`src/rtl/conv_window_scheduler.sv`:
```
// Walks a KERNEL x KERNEL window over a MAP_X x MAP_Y feature map and presents
// every tap's (x,y) coordinate per window over a valid/ready handshake.
module conv_window_scheduler #(
  parameter int KERNEL     = 5,
  parameter int ADDR_WIDTH = 16,
  parameter int MAP_X      = 25,
  parameter int MAP_Y      = 30,
  parameter int STRIDE     = 1
) (
  input  logic                                  clk,
  input  logic                                  rst_n,
  input  logic                                  start,
  output logic                                  busy,
  output logic                                  done,
  output logic                                  win_valid,
  input  logic                                  win_ready,
  output logic                                  win_last,
  output logic [ADDR_WIDTH-1:0]                 win_idx,
  output logic [KERNEL*KERNEL*ADDR_WIDTH-1:0]   win_x,
  output logic [KERNEL*KERNEL*ADDR_WIDTH-1:0]   win_y
);

  localparam int     PORT_NUM = KERNEL * KERNEL;
  localparam int     S_SAFE   = (STRIDE < 1) ? 1 : STRIDE;
  localparam int     NX       = (MAP_X - KERNEL) / S_SAFE + 1;
  localparam int     NY       = (MAP_Y - KERNEL) / S_SAFE + 1;
  localparam int     OX_MAX   = (NX - 1) * S_SAFE;
  localparam int     OY_MAX   = (NY - 1) * S_SAFE;
  localparam longint NWIN     = longint'(NX) * longint'(NY);

  localparam bit LEGAL = (KERNEL <= MAP_X) && (KERNEL <= MAP_Y) && (STRIDE >= 1) &&
                         ((longint'(MAP_X) >> ADDR_WIDTH) == 0) &&
                         ((longint'(MAP_Y) >> ADDR_WIDTH) == 0) &&
                         ((NWIN >> ADDR_WIDTH) == 0);

  if (!LEGAL) begin : g_illegal
    $fatal(1, "conv_window_scheduler: illegal KERNEL/MAP/STRIDE/ADDR_WIDTH combination");
  end

  localparam logic [ADDR_WIDTH-1:0] L_OX_MAX = ADDR_WIDTH'(OX_MAX);
  localparam logic [ADDR_WIDTH-1:0] L_OY_MAX = ADDR_WIDTH'(OY_MAX);
  localparam logic [ADDR_WIDTH-1:0] L_STEP   = ADDR_WIDTH'(S_SAFE);
  localparam logic                  L_SINGLE = (OX_MAX == 0) && (OY_MAX == 0);

  localparam logic [1:0] S_IDLE = 2'd0;
  localparam logic [1:0] S_RUN  = 2'd1;
  localparam logic [1:0] S_DONE = 2'd2;

  logic [1:0]                       r_state;
  logic [ADDR_WIDTH-1:0]            r_ox;
  logic [ADDR_WIDTH-1:0]            r_oy;
  logic [ADDR_WIDTH-1:0]            r_idx;
  logic                             r_valid;
  logic                             r_last;
  logic                             r_busy;
  logic                             r_done;
  logic [PORT_NUM*ADDR_WIDTH-1:0]   r_winX;
  logic [PORT_NUM*ADDR_WIDTH-1:0]   r_winY;

  logic                             w_handshake;
  logic                             w_oyWrap;
  logic [ADDR_WIDTH-1:0]            w_nextOx;
  logic [ADDR_WIDTH-1:0]            w_nextOy;

  // x lanes step with the kernel row (kr), y lanes with the kernel column (kc)
  function automatic logic [PORT_NUM*ADDR_WIDTH-1:0] f_lanes(
    input logic [ADDR_WIDTH-1:0] base,
    input logic                  useRow
  );
    logic [PORT_NUM*ADDR_WIDTH-1:0] v;
    v = '0;
    for (int kr = 0; kr < KERNEL; kr++) begin
      for (int kc = 0; kc < KERNEL; kc++) begin
        v[(kr*KERNEL+kc)*ADDR_WIDTH +: ADDR_WIDTH] =
          base + ADDR_WIDTH'(useRow ? kr : kc);
      end
    end
    return v;
  endfunction

  assign w_handshake = r_valid & win_ready;
  assign w_oyWrap    = (r_oy == L_OY_MAX);
  assign w_nextOy    = w_oyWrap ? '0 : r_oy + L_STEP;
  assign w_nextOx    = w_oyWrap ? r_ox + L_STEP : r_ox;

  always_ff @(posedge clk or negedge rst_n) begin
    if (!rst_n) begin
      r_state <= S_IDLE;
      r_ox    <= '0;
      r_oy    <= '0;
      r_idx   <= '0;
      r_valid <= 1'b0;
      r_last  <= 1'b0;
      r_busy  <= 1'b0;
      r_done  <= 1'b0;
      r_winX  <= '0;
      r_winY  <= '0;
    end else begin
      case (r_state)
        S_IDLE: begin
          if (start) begin
            r_state <= S_RUN;
            r_ox    <= '0;
            r_oy    <= '0;
            r_idx   <= '0;
            r_valid <= 1'b1;
            r_busy  <= 1'b1;
            r_last  <= L_SINGLE;
            r_winX  <= f_lanes('0, 1'b1);
            r_winY  <= f_lanes('0, 1'b0);
          end
        end
        S_RUN: begin
          if (w_handshake) begin
            if (r_last) begin
              r_state <= S_DONE;
              r_valid <= 1'b0;
              r_last  <= 1'b0;
              r_busy  <= 1'b0;
              r_done  <= 1'b1;
            end else begin
              r_ox    <= w_nextOx;
              r_oy    <= w_nextOy;
              r_idx   <= r_idx + 1'b1;
              r_last  <= (w_nextOx == L_OX_MAX) && (w_nextOy == L_OY_MAX);
              r_winX  <= f_lanes(w_nextOx, 1'b1);
              r_winY  <= f_lanes(w_nextOy, 1'b0);
            end
          end
        end
        S_DONE: begin
          r_done  <= 1'b0;
          r_state <= S_IDLE;
        end
        default: r_state <= S_IDLE;
      endcase
    end
  end

  assign busy      = r_busy;
  assign done      = r_done;
  assign win_valid = r_valid;
  assign win_last  = r_last;
  assign win_idx   = r_idx;
  assign win_x     = r_winX;
  assign win_y     = r_winY;

endmodule

```
`config.mk`:
```
export PLATFORM = sky130hd
export DESIGN_NAME = conv_window_scheduler
export DESIGN_NICKNAME = d
export VERILOG_FILES = /design/src/rtl/conv_window_scheduler.sv
export SDC_FILE = /design/constraint.sdc
export NUM_CORES = 1
export LEC_CHECK = 0
export ABC_AREA = 1
export CAP_MARGIN = 20
export CORE_AREA = 3 3 319 321
export CTS_BUF_LIST = sky130_fd_sc_hd__clkbuf_8
export CTS_CLUSTER_SIZE = 20
export DETAILED_ROUTE_END_ITERATION = 10
export DIE_AREA = 0 0 322 324
export PLACE_DENSITY = 0.36
export RECOVER_POWER = 50
export SLEW_MARGIN = 30
export SYNTH_ARGS = -nofsm -noshare
export SYNTH_HDL_FRONTEND = slang
export SYNTH_SLANG_ARGS = --single-unit
```
`constraint.sdc`:
```
create_clock -name clk -period 3 [get_ports clk]
set_input_delay 0.6 -clock clk [delete_from_list [all_inputs] [get_ports clk]]
set_output_delay 0.6 -clock clk [all_outputs]
set_load 0.01 [all_outputs]
```
# Word-level counts from Yosys, hierarchy flattened
# Cells that the tools add are included.
[totals] ff_bits=853 input_bits=4 output_inout_bits=820 elab_cells=74
[op_classes] n_addsub=11 eq_ne=9 n_mux=35 n_bitwise=1 reduce_logical=9
[ops] op="two-way mux 400 bit" count=6
[ops] op="one-hot mux 400 bit (2 select lines)" count=2
[ops] op="two-way mux 16 bit" count=9
[ops] op="one-hot mux 16 bit (2 select lines)" count=3
[ops] op="adder 16 x 1 -> 16 bit, second input constant" count=5
[ops] op="adder 16 x 2 -> 16 bit, second input constant" count=4
[ops] op="== test 16 x 5 -> 1 bit, second input constant" count=3
[ops] op="adder 16 x 3 -> 16 bit, second input constant" count=2
[ops] op="AND reduction 3 bit" count=3
[ops] op="two-way mux 1 bit" count=8
[ops] op="!= test 2 bit, second input constant" count=4
[ops] op="AND reduction 4 bit" count=2
[ops] op="two-way mux 2 bit" count=3
[ops] op="one-hot mux 1 bit (2 select lines)" count=3
[ops] op="one-hot mux 2 bit (2 select lines)" count=1
[ops] op="nonzero test 2 bit" count=2
[ops] op="== test 2 x 1 -> 1 bit, second input constant" count=1
[ops] op="== test 2 bit, second input constant" count=1
[ops] op="logical NOT 2 bit" count=1
[ops] op="AND 1 bit" count=1
[ops] op="logical AND 1 bit" count=1

# Longest topological paths before layout
[logic_depth] ltp_word=7 depth_mapped=20 mapped_depth_nobuf=19

# Worst setup path after synthesis
# No wires, ideal clock.
[synth_timing] kind="reg2reg" start="reg, netlist name win_y[384]" end="reg r_winX[318], in the netlist win_x[318]" setup_ps=117 arrival_ps=2680 t_required_ps=2883 slack_ps=204 stages_incl_launch_ff=17 n_path_buf=1 synth_period_minus_slack_ps=2796 path_cell_list="dfrtp_1 -> ha_1 -> nand3_1 -> nor2_4 -> nand2_4 -> buf_6 -> nand2_2 -> nand2_4 -> inv_2 -> ha_1 -> nand3_1 -> nor2_1 -> inv_1 -> nor2_1 -> nand4_1 -> nand2_1 -> nand2_1"
[synth_lines] element="end signal, assigned" line="109" rtl="r_winX <= f_lanes('0, 1'b1);"
[synth_lines] element="end signal, assigned" line="126" rtl="r_winX <= f_lanes(w_nextOx, 1'b1);"
[synth_lines] element="end, declared" line="57" rtl="logic [PORT_NUM*ADDR_WIDTH-1:0] r_winX;"

==> metrics.csv <==
stage,metric,value,unit
power,p_leak,9.17,nW
sta,timing_hold_violations_final,0,
finish,stdcell_count,3537,
placed_design,port_buffers,823,
finish,area_growth,39.4,%
die,die_h,324,µm
synthesis,yosysWarnings,0,
finish,fill_cells,11032,
global_route,antenna_found_initial,0,
power,p_switching,1.25,mW
cts,cts_htree_levels,4,
sta,setup-violations-final,0,
setup_path,critPathCaptureType,flip-flop,
synthesis,async_flop_share,100,%
drt,vias_per_cell,3.68,
power,p_int,3.00,mW
sta,finalClockSkew,23.8,ps
drt,first_pass_iters,5,
synthesis,syn_area_per_cell,7.45,µm²
global_route,grt_pass1_wl,92700,µm
sta,worstMarginPinSlew,1770,ps
die,dieArea,104000,µm²
drt,drt_iter0_drc,658,
sta,finalWorstPathRequiredPeriod,2760,ps
power,clockPowerShare,43.1,%
die,die_x,322,µm
drt,post-route-drc-count,0,
power,p_comb_share,1.8,%
synthesis,syn_area,14800,µm²
cts,clk_latency,580,ps
synthesis,synth_flop_cell,dfrtp_1,
global_route,grt-ovfl-total,0,
die,start_util,14.9,%
global_route,grt_pass1_vias,12222,
synthesis,syn-num-nets,2014,
cts,cts_tree,yes,
drt,via_count,13001,
drt,routed_wl,68100,µm
worst_hold_path,hp-class,reg2reg,
global_route,grt_start_max_net_pins,80,
synthesis,yosys_register_bits,173,
synthesis,synth-edff-count,0,
drt,drtAntennaViolNets,0,
setup_path,crit_fanout,10,
global_route,grt_usage,12.3,%
sta,slew_violations,60,
power,sw_frac_of_total,29.4,%
synthesis,synth_cell_type_count,45,
drt,wl_per_cell,19.2,µm
sta,fmax,362,MHz
power,ir_worst_vdd,0.206,mV
placed_design,placed_cells,3494,
placed_design,dp_hpwl,56100,µm
sta,rsz0062_at_grt,no,
cts,cts_buffer_depth,2,
status,violations,"capacitance limit, slew limit",
die,core_area,99600,µm²
setup_path,start_kind,flip-flop,
placed_design,post-place-ws,199,ps
cts,cts_buffers,17,
finish,nNetsFinal,2242,
power,power.density,205,nW/µm²
cts,cts_sinks,173,
setup_path,worstPathRequired,3460,ps
synthesis,ys_seq_area_share,29.2,%
placed_design,globalplace.congestion,0.841,
die,core.rowCount,116,
run,drv_cap,1,
cts,clk_pin_slew_worst_paths,110,ps
finish,drive_gt1_share,9.36,%
die,io-pin-count,824,
power,seqPwrFrac,55.1,%
sta,worst_slack,240,ps
sta,final.setup.tns,0,ps
synthesis,syn_inst,1993,
setup_path,crit_type,reg2reg,
setup_path,arrival,3220,ps
status,status,"finished, violations left",
sta,relSlewSlack,-18.2,%
sta,period_share,92.0,%
cts,cts-root-buf,clkbuf_8,
==> sequential cells by signal, summed over array words and instances, names as in the netlist <==
signal     cells
win_last       1
win_y         76
done           1
r_state        2
win_x         76
win_valid      1
win_idx       16
==> cell usage in the layout, fill, tap and decap left out, types with 8 or more instances in the layout <==
cell type        synthesis  final
o22ai_1                 18     18
xor2_1                   8      8
ha_1                    17     17
o21ai_1                 23     24
nor3_1                  19     19
a21oi_1                 24     25
nand4_1                 25     25
nor2_4                  17     19
inv_2                   12     14
nor2_2                  25     24
dfrtp_1                173    173
buf_4                  650     57
dlygate4sd3_1            0    354
nand2_1                422    422
nand2_2                 34     34
o21ai_0                 97     96
clkdlybuf4s50_1          0    469
nor2_1                 118    117
inv_1                  118    115
clkbuf_8                 0     17
nand3_1                102    102
==> through the flow <==
stage | total power [mW] | hold slack [ps] | utilization, % | cell area, µm²
finish | 4.24 | 561 | 20.8 | 20700
global route | 4.46 | 599 | 20.8 | 20700
global placement | 2.47 | 547 | 20.3 | 20200
CTS | 4.38 | 550 | 20.8 | 20700
detailed placement | 2.47 | 545 | 20.3 | 20200
floorplan | 2.39 | 304 | - | 14800
==> per-layer routing <==
| metal | part of all wire, % | global-route usage [%] |
|---|---|---|
| met1 | 45 | 16.3 |
| met2 | 49 | 21.2 |
| met3 | 4.6 | 2.23 |
| met4 | 1.1 | 2.36 |
| met5 | 0 | 0 |
==> power groups by stage <==
stage / combinational [mW] / sequential, mW / clock (mW)
after detailed placement: 0.0884 / 2.38 / 0
after global routing: 0.0908 / 2.34 / 2.02
final: 0.0761 / 2.34 / 1.83
after CTS: 0.0896 / 2.34 / 1.95
after global placement: 0.0880 / 2.38 / 0
after floorplan: 0.00527 / 2.39 / 0
==> worst paths after layout <==
path | start | end | slack [ps] | depth (start not counted)
max in group asynchronous | rst_n | win_x[234] | 420 | 3
hold / removal | win_idx[13] | win_idx[13] | 560 | 1
setup reg to reg | win_y[384] | win_y[383] | 240 | 14
setup / recovery | win_y[384] | win_y[383] | 240 | 14
hold reg to reg | win_idx[13] | win_idx[13] | 560 | 1
min in group asynchronous | rst_n | win_idx[6] | 1010 | 2
==> Yosys cell counts, types with 5 or more instances <==
cell      instances  share of area, %
buf_4           650                33
nand2_1         422                11
dfrtp_1         173                29
inv_1           118               3.0
nor2_1          118               3.0
nand3_1         102               3.4
o21ai_0          97               3.3
nand2_2          34               1.4
clkbuf_1         28              0.71
nand4_1          25               1.1
nor2_2           25               1.1
a21oi_1          24              0.81
o21ai_1          23              0.78
nor3_1           19              0.64
o22ai_1          18              0.76
ha_1             17               1.4
nor2_4           17               1.3
inv_2            12              0.30
xor2_1            8              0.47
a22o_1            7              0.41
o211ai_1          7              0.35
buf_2             5              0.17
nand2_4           5              0.38
o21a_1            5              0.25
==> cell type report <==
cell class                 instances  area [µm²]  area share (%)
tap                             1298        1620            7.85
antenna                            5        12.5          0.0605
multi-input combinational       1003        4970            24.0
clock inverter                    15         191           0.925
clock buffer                      17         234            1.13
sequential                       173        4330            20.9
inverter                         130         490            2.37
timing repair buffer             896        8830            42.7
==> kinds of logic after synthesis <==
| kind of cell | Yosys count | synth area share [%] |
|---|---|---|
| flops | 173 | 29.2 |
| xor+xnor | 9 | 0.531 |
| fa+ha+maj | 17 | 1.43 |
| compound gates | 201 | 7.83 |
| simple gates | 776 | 23.7 |
| buf+inv | 817 | 37.3 |
==> timing repair <==
action / CTS / global route
setup buffers: 0 / 5
resized for setup: 0 / 5
hold buffers: 1 / 0
hold endpoints to repair: 10 / 0
setup endpoints to repair: 0 / 26
==> worst max-delay path: stages (launching register included) <==
cell	delay (ps)
dfrtp_1	440
ha_1	250
nand3_1	140
nor2_4	70
nand2_4	140
nand2_1	120
inv_1	260
ha_1	290
inv_1	70
o21ai_1	130
inv_1	110
nor2_2	210
nand2_1	140
o21ai_1	170
nand3_1	100
Power figures use the tool's default switching activity.
